## src/rtl/fp_pkg.sv

```systemverilog
// Shared FP32 definitions for the floating-point units (fdiv, fmul).
// Holds the field widths, the special encodings and the divider state type.
package fp_pkg;

    localparam int SIGN_W  = 1;
    localparam int EXP_W   = 8;
    localparam int FRAC_W  = 23;
    localparam int BIAS    = 127;
    localparam int EXP_MAX = 255;
    localparam int N_ITER  = 25;     // quotient bits, one per DIVIDE cycle

    localparam logic [31:0] QNAN    = 32'h7FC0_0000;
    localparam logic [31:0] POS_INF = 32'h7F80_0000;

    typedef enum logic [1:0] {
        IDLE   = 2'd0,
        DIVIDE = 2'd1,
        NORM   = 2'd2,
        DONE   = 2'd3
    } state_t;

    typedef enum logic [1:0] {
        SP_NONE = 2'd0,
        SP_NAN  = 2'd1,
        SP_INF  = 2'd2,
        SP_ZERO = 2'd3
    } special_t;

endpackage

```

## src/rtl/fp32_classify.sv

```systemverilog
// Combinational FP32 field splitter and class decoder, shared by fdiv and fmul.
// Subnormals (exponent field 0) are reported as zero.
module fp32_classify
    import fp_pkg::*;
(
    input  logic [31:0]       i_word,
    output logic              o_is_zero,
    output logic              o_is_inf,
    output logic              o_is_nan,
    output logic              o_sign,
    output logic [EXP_W-1:0]  o_exp,
    output logic [FRAC_W:0]   o_mant
);

    logic [FRAC_W-1:0] w_frac;
    logic              w_exp_zero;
    logic              w_exp_ones;

    assign o_sign     = i_word[31];
    assign o_exp      = i_word[30:23];
    assign w_frac     = i_word[22:0];
    assign w_exp_zero = (o_exp == '0);
    assign w_exp_ones = (o_exp == '1);

    assign o_is_zero  = w_exp_zero;
    assign o_is_inf   = w_exp_ones && (w_frac == '0);
    assign o_is_nan   = w_exp_ones && (w_frac != '0);
    assign o_mant     = {~w_exp_zero, w_frac};

endmodule

```

## src/rtl/fdiv.sv

```systemverilog
// Iterative FP32 divider: restoring mantissa divide, one quotient bit per cycle,
// round-toward-zero, fixed 27-cycle start-to-done latency for every operand class.
module fdiv
    import fp_pkg::*;
(
    input  logic        clk,
    input  logic        rst,
    input  logic        start,
    input  logic [31:0] a_in,
    input  logic [31:0] b_in,
    output logic        busy,
    output logic        done,
    output logic [31:0] result
);

    logic              w_a_zero, w_a_inf, w_a_nan, w_a_sign;
    logic              w_b_zero, w_b_inf, w_b_nan, w_b_sign;
    logic [EXP_W-1:0]  w_a_exp, w_b_exp;
    logic [FRAC_W:0]   w_a_mant, w_b_mant;

    fp32_classify u_class_a (
        .i_word    (a_in),
        .o_is_zero (w_a_zero),
        .o_is_inf  (w_a_inf),
        .o_is_nan  (w_a_nan),
        .o_sign    (w_a_sign),
        .o_exp     (w_a_exp),
        .o_mant    (w_a_mant)
    );

    fp32_classify u_class_b (
        .i_word    (b_in),
        .o_is_zero (w_b_zero),
        .o_is_inf  (w_b_inf),
        .o_is_nan  (w_b_nan),
        .o_sign    (w_b_sign),
        .o_exp     (w_b_exp),
        .o_mant    (w_b_mant)
    );

    special_t          w_special;
    logic signed [9:0] w_exp_init;

    // NaN takes priority, then the inf outcomes, then the zero outcomes.
    always_comb begin
        w_special = SP_NONE;
        if (w_a_nan || w_b_nan || (w_a_zero && w_b_zero) || (w_a_inf && w_b_inf))
            w_special = SP_NAN;
        else if (w_a_inf || w_b_zero)
            w_special = SP_INF;
        else if (w_a_zero || w_b_inf)
            w_special = SP_ZERO;
    end

    assign w_exp_init = $signed({2'b00, w_a_exp}) - $signed({2'b00, w_b_exp})
                      + $signed(10'(BIAS));

    state_t             r_state;
    logic               r_busy;
    logic               r_done;
    logic [31:0]        r_result;
    logic               r_sign;
    special_t           r_special;
    logic signed [9:0]  r_exp;
    logic [FRAC_W+1:0]  r_rem;
    logic [FRAC_W:0]    r_div;
    logic [N_ITER-1:0]  r_q;
    logic [FRAC_W-1:0]  r_frac;
    logic [4:0]         r_cnt;

    logic               w_ge;
    logic [FRAC_W+1:0]  w_rem_next;
    logic [31:0]        w_packed;

    // After a subtract the remainder is below the divisor, so the shift never loses a bit.
    assign w_ge       = (r_rem >= {1'b0, r_div});
    assign w_rem_next = w_ge ? (r_rem - {1'b0, r_div}) : r_rem;

    always_comb begin
        w_packed = {r_sign, 31'h0};
        case (r_special)
            SP_NAN:  w_packed = QNAN;
            SP_INF:  w_packed = {r_sign, POS_INF[30:0]};
            SP_ZERO: w_packed = {r_sign, 31'h0};
            default: begin
                if (r_exp >= $signed(10'(EXP_MAX)))
                    w_packed = {r_sign, POS_INF[30:0]};
                else if (r_exp <= 10'sd0)
                    w_packed = {r_sign, 31'h0};
                else
                    w_packed = {r_sign, r_exp[EXP_W-1:0], r_frac};
            end
        endcase
    end

    // NOTE: only control state and outputs are reset; the datapath registers are
    // always loaded on the accepting edge before anything reads them.
    always_ff @(posedge clk) begin
        if (rst) begin
            r_state  <= IDLE;
            r_busy   <= 1'b0;
            r_done   <= 1'b0;
            r_result <= '0;
        end else begin
            r_done <= 1'b0;
            case (r_state)
                IDLE, DONE: begin
                    if (start) begin
                        r_state   <= DIVIDE;
                        r_busy    <= 1'b1;
                        r_sign    <= w_a_sign ^ w_b_sign;
                        r_special <= w_special;
                        r_exp     <= w_exp_init;
                        r_rem     <= {1'b0, w_a_mant};
                        r_div     <= w_b_mant;
                        r_q       <= '0;
                        r_cnt     <= '0;
                    end else begin
                        r_state <= IDLE;
                    end
                end
                DIVIDE: begin
                    if (r_cnt != 5'(N_ITER)) begin
                        r_rem <= {w_rem_next[FRAC_W:0], 1'b0};
                        r_q   <= {r_q[N_ITER-2:0], w_ge};
                        r_cnt <= r_cnt + 5'd1;
                    end else begin
                        if (r_q[N_ITER-1]) begin
                            r_frac <= r_q[FRAC_W:1];
                        end else begin
                            r_frac <= r_q[FRAC_W-1:0];
                            r_exp  <= r_exp - 10'sd1;
                        end
                        r_state <= NORM;
                    end
                end
                NORM: begin
                    r_result <= w_packed;
                    r_done   <= 1'b1;
                    r_busy   <= 1'b0;
                    r_state  <= DONE;
                end
                default: r_state <= IDLE;
            endcase
        end
    end

    assign busy   = r_busy;
    assign done   = r_done;
    assign result = r_result;

endmodule

```

## config.mk

```make
export PLATFORM = sky130hd
export DESIGN_NAME = fdiv
export DESIGN_NICKNAME = d
export VERILOG_FILES = /design/src/rtl/fp_pkg.sv /design/src/rtl/fp32_classify.sv /design/src/rtl/fdiv.sv
export SDC_FILE = /design/constraint.sdc
export NUM_CORES = 1
export LEC_CHECK = 0
export BUFFER_PORTS_ARGS = -buffer_cell sky130_fd_sc_hd__buf_2
export CAP_MARGIN = 15
export CORE_UTILIZATION = 56
export CTS_BUF_LIST = sky130_fd_sc_hd__clkbuf_2
export DETAILED_ROUTE_END_ITERATION = 7
export PLACE_DENSITY = 0.89
export SYNTH_ARGS = -nofsm -noshare
export SYNTH_HDL_FRONTEND = slang
export SYNTH_SLANG_ARGS = --single-unit
```

## constraint.sdc

```tcl
create_clock -name clk -period 6.05 [get_ports clk]
set_input_delay 0.605 -clock clk [delete_from_list [all_inputs] [get_ports clk]]
set_output_delay 0.605 -clock clk [all_outputs]
set_load 0.1 [all_outputs]
```

==> After elaboration in Yosys (flattened, before gate mapping) <==
Index checks and enable logic that the tools add are counted.
{ "op_classes": {"add_sub_neg": 5, "n_lt_le_gt_ge": 3, "eq_ne": 13, "n_mux": 26, "bitwise_logic": 5, "n_reduce_logical": 26} }
{ "ops": {"columns": ["operator", "count"], "rows": [
  ["25-bit 2-to-1 mux", 4],
  ["25-bit one-hot mux with 2 select lines", 2],
  ["32-bit one-hot mux with 3 select lines", 1],
  ["31-bit 2-to-1 mux", 2],
  ["23-bit zero test", 2],
  ["23-bit nonzero test", 2],
  ["10-bit 2-to-1 mux", 3],
  ["25-bit by 24-bit greater-or-equal comparator with 1-bit output", 1],
  ["24-bit 2-to-1 mux", 1],
  ["24-bit subtractor", 1],
  ["23-bit 2-to-1 mux", 1],
  ["10-bit one-hot mux with 2 select lines", 1],
  ["8-bit equality test, second input constant", 2],
  ["8-bit zero test", 2],
  ["9-bit by 8-bit adder with 10-bit output, second input constant", 1],
  ["10-bit by 9-bit greater-or-equal comparator with 1-bit output, second input constant", 1],
  ["10-bit by 1-bit <= comparator with 1-bit output, second input constant", 1],
  ["5-bit 2-to-1 mux", 2],
  ["5-bit one-hot mux with 2 select lines", 1],
  ["10-bit by 2-bit subtractor with 10-bit output, second input constant", 1],
  ["8-bit by 8-bit subtractor with 9-bit output", 1],
  ["2-bit equality test, second input constant", 4],
  ["2-bit != test, second input constant", 4],
  ["1-bit logical AND", 6],
  ["other kinds (17)", 31]
]} }
{ "word_totals": {"reg_bits": 151, "in_bits": 67, "output_inout_bits": 34, "word_cells": 90} }

==> Longest topological paths before layout <==
{ "depth": {"ltp_word": 5, "depth_mapped": 12, "ltp_nobuf": 12} }

==> Modules after synthesis <==
A second synthesis with hierarchy kept.
{ "hier_totals": {"hier_cells": 869, "area_unflattened_um2": 8924.8} }
{ "by_module_without_submodules": {"columns": ["mod", "n_inst", "cells_each", "area_per_inst_um2", "seq_area_each_um2"], "rows": [
  ["fdiv", 1, 771, 8196.6, 4174.0],
  ["fp32_classify", 2, 49, 364.1, 0.0]
]} }

==> Least setup slack after synthesis <==
Ideal clock, no wire load.
{ "synth_path": {"path_kind": "input-to-reg", "startpoint": "input port rst", "endpoint": "register r_cnt[0] (enable)", "setup_time_ns": 0.468, "t_arrival_ns": 4.548, "t_required_ns": 5.582, "setup_slack_ns": 1.034, "path_stages": 4, "n_path_buf": 1, "path_cell_list": "clkbuf_1 nor2_1 nor2_1 nor2_1"} }
{ "synth_via": {"elab_chain_len": 2} }
{ "synth_rtl": {"columns": ["element", "line", "rtl"], "rows": [
  ["start: declaration", "fdiv.sv:7", "input logic rst,"],
  ["1-bit inverter (no source line)", null, null],
  ["4-bit AND reduction (no source line)", null, null],
  ["end signal: assignment", "fdiv.sv:126", "r_cnt <= r_cnt + 5'd1;"],
  ["end: declaration", "fdiv.sv:69", "logic [4:0] r_cnt;"]
]} }
Every way passes these cells.
A chain may end at the register's enable or synchronous reset.

==> Worst setup path after layout <==
{ "layout_path": {"startpoint": "register r_rem[1]", "endpoint": "register r_rem[15] (data pin)"} }
{ "layout_via": {"elab_chain_len": 4, "elab_cells_between_ends": 5, "classes_between": "add/sub: 1; order compare: 1; mux: 3"} }
{ "layout_rtl": {"columns": ["element", "line", "rtl"], "rows": [
  ["start: declaration", "fdiv.sv:65", "logic [FRAC_W+1:0] r_rem;"],
  ["start signal: assignment", "fdiv.sv:114", "r_rem <= {1'b0, w_a_mant};"],
  ["start signal: assignment", "fdiv.sv:124", "r_rem <= {w_rem_next[FRAC_W:0], 1'b0};"],
  ["24-bit subtractor or 25-bit by 24-bit greater-or-equal comparator with 1-bit output (tied branches)", "fdiv.sv:77, fdiv.sv:76", null],
  ["24-bit 2-to-1 mux *", "fdiv.sv:77", "assign w_rem_next = w_ge ? (r_rem - {1'b0, r_div}) : r_rem;"],
  ["25-bit 2-to-1 mux *", "fdiv.sv:123", "if (r_cnt != 5'(N_ITER)) begin"],
  ["25-bit one-hot mux with 2 select lines *", "fdiv.sv:106", "case (r_state)"]
]} }
Mark *: on every way between the ends. The rest lies on a longest branch, timed or not. The select of a mux whose other input is x is not followed.

==> metrics.yaml <==
pwr:
  power_density_nw_per_um2: 383
  p_total_mw: 3.59
  vdd_drop_max_v: 0.000263
  p_leak_nw: 3.83
placement:
  place.gp.congestion: 0.889
  hpwl_um: 11900
  io_buffers: 100
clock_tree:
  clock_sinks: 151
  h-tree-depth: 4
  clkLatencyLatePin_ns: 0.75
  cts_max_path_buffers: 2
  cts_root_buffer: "clkbuf_2"
  tritoncts: "yes"
  cts-buffers-inserted: 17
  clk_pin_slew_ns: 0.22
die:
  rows: 43
  core-area_um2: 14100
  dieArea_um2: 15200
  floorplan.initialDensity_pct: 58.5
  die_h_um: 123
  chipWidth_um: 123
  ios: 101
setup_path:
  cp_max_fo: 25
  r2r_cells: 9
  crit_end: "r_rem[15]"
  r2r-start: "r_rem[1]"
  critPathKind: "register to register"
  arrival_ns: 3.71
  start_kind: "register"
  setup.worst_path.start: "r_rem[1]"
  rrSetupSlack_ns: 2.82
  timing.rr.end: "r_rem[15]"
  required_ns: 6.53
  end_kind: "register"
yosys:
  netlist_instances: 781
  synth_ff_type: "edfxtp_1"
  synthArstFlopShare_pct: 0
  synthDistinctLibCells: 64
  synth_xor_area_share_pct: 3.83
  synth-compound-area-share_pct: 14.7
  synth_top_family_by_area: "compound AO/OA/AOI/OAI gates"
  synth_area_um2: 8240
  syn-num-nets: 893
  synth_fa_ha_area_share_pct: 6.92
  yosysSeqAreaShare_pct: 50.6
  synth_seq_cells: 151
  yosys.area_share.simple_pct: 14.4
  yosys_warnings: 0
  synth_mux_area_share_pct: 5.71
  synth-edff-count: 115
  syn_area_per_cell_um2: 10.6
flow_run:
  timing.max_cap.violations: 0
layout:
  final_cell_mix: "115 x edfxtp_1, 100 x buf_2, 89 x nor2_1"
  nNetsFinal: 1010
  diodes: 0
  final_common_cell: "edfxtp_1"
  drive_above_1_share_pct: 19.5
  fin_util_pct: 66.5
  area_delta_synth_final_pct: 13.8
global_routing:
  grt_pass1_wl_um: 28200
  grt_pass1_vias: 5969
  grt_usage_pct: 24.2
  grt_max_degree: 78
  grt_overflow_total: 0
  antenna_found_initial: 0
sta:
  post-route-period-util_pct: 53.4
  hold_viol_final: 0
  fin_skew_ns: 0.0251
  rsz0062_at_grt: "no"
  worst-slew-pin-transition_ns: 1.04
  max_slew_margin_pct: 30.6
  fmax_mhz: 310
  tns_ns: 0
  min_period_ns: 3.23
  finalSetupViolCount: 0
  final_max_slew_viol_count: 0
detailed_routing:
  drc_errors: 0
  drt-initial-drc-count: 468
  drtAntennaViolNets: 0
  routed_wl_um: 17600
  first_pass_iters: 5
  dr_total_vias: 6336
  via_per_inst: 5.81
  post_drt_wl_per_cell_um: 16.1
run_status:
  outcome: "complete, no violations"
worst_hold_path:
  hold_path.class: "input port to register"
==> report_power, final <==
part	internal, mW	switching (mW)
sequential	1.38	0.132
clock	0.204	0.394
combinational	0.542	0.942
total	2.12	1.47
==> how the worst min path moves through the flow <==
stage / start / endpoint / slack, ns / depth (start not counted)
after floorplan: r_frac[0] / result[0] / 0.45 / 2
after global placement: result[31] / result[31] / 0.45 / 2
after detailed placement: result[31] / result[31] / 0.46 / 2
after CTS: b_in[7] / r_div[7] / 0.003 / 1
after global routing: a_in[31] / r_sign / 0.1 / 2
final: a_in[19] / r_rem[19] / 0.16 / 3
==> registers in the layout, summed over array words and instances (netlist names), 2 cells and up <==
signal	count
result	32
r_q	25
r_rem	25
r_div	24
r_frac	23
r_exp	10
r_cnt	5
r_special	2
r_state	2
==> routing by layer <==
metal | vias up | share of wire (%) | GRT usage (%) | routed length [um]
met1 | 3018 | 44 | 30.5 | 7650
met5 | - | 0 | 0 | 0
met3 | 17 | 5.4 | 5.77 | 949
met4 | 0 | 0.96 | 6.93 | 169
li1 | 3103 | - | - | -
met2 | 198 | 50 | 41.4 | 8780
==> timing repair <==
item | in CTS | in global routing
setup endpoints to repair | 0 | 0
resized for setup | 0 | 0
hold buffers | 9 | 14
hold endpoints to repair | 9 | 14
buffers inserted | 0 | 0
==> cell usage after synthesis (6+ instances only) <==
cell type	instances	area (um2)
edfxtp_1	115	3450
nor2_1	92	345
a21oi_1	61	305
inv_1	49	184
ha_1	44	551
nand2_1	38	143
dfxtp_1	36	721
and2_1	28	175
o21ai_0	25	125
mux2_2	24	270
a22oi_1	23	173
xnor2_1	22	193
clkbuf_1	21	78.8
mux2i_1	20	200
nor4_1	17	106
nand3_1	16	80.1
nor3_1	15	75.1
xor2_1	14	123
a21o_1	11	82.6
a211oi_1	9	67.6
o21ai_1	8	40.0
nand4_1	7	43.8
and3_1	6	37.5
==> through the flow <==
| stage | hold slack, ns | worst slack [ns] | cell area, um2 | std cells |
|---|---|---|---|---|
| 2_1_floorplan | 0.455 | 1.03 | 8240 | 781 |
| 6_report | 0.164 | 2.82 | 9380 | 1091 |
| 3_3_place_gp | 0.454 | 2.94 | 8880 | 1035 |
| 5_1_grt | 0.0962 | 2.64 | 9380 | 1091 |
| 3_5_place_dp | 0.464 | 2.86 | 8880 | 1035 |
| 4_1_cts | 0.00279 | 2.86 | 9220 | 1076 |
==> worst max-delay path, cell delays in order, from the launching register on <==
cell      delay (ns)
edfxtp_1        0.50
ha_1            0.33
nor2b_1         0.24
o21bai_4        0.09
a31oi_4         0.24
a21oi_2         0.11
a31o_2          0.26
o21ai_4         0.79
mux2i_1         0.31
a21oi_1         0.10
==> final cells by class <==
class	count	area, um2
fill	1058	4720
sequential	151	4170
multi-input combinational	551	3770
timing repair buffer	127	768
tap	180	225
inverter	50	188
clock inverter	14	165
clock buffer	18	90.1
==> cells by family (layout without fill, tap and decap cells) <==
logic type | count (synthesis) | after routing
and+or+nand+nor | 243 | 243
muxes | 44 | 44
xor gates and xnor gates | 36 | 36
adders and majority gates | 45 | 45
buffers and inverters | 79 | 209
AOI/OAI and AO/OA | 183 | 183
DFF | 151 | 151
Power figures use the tool's default switching activity.
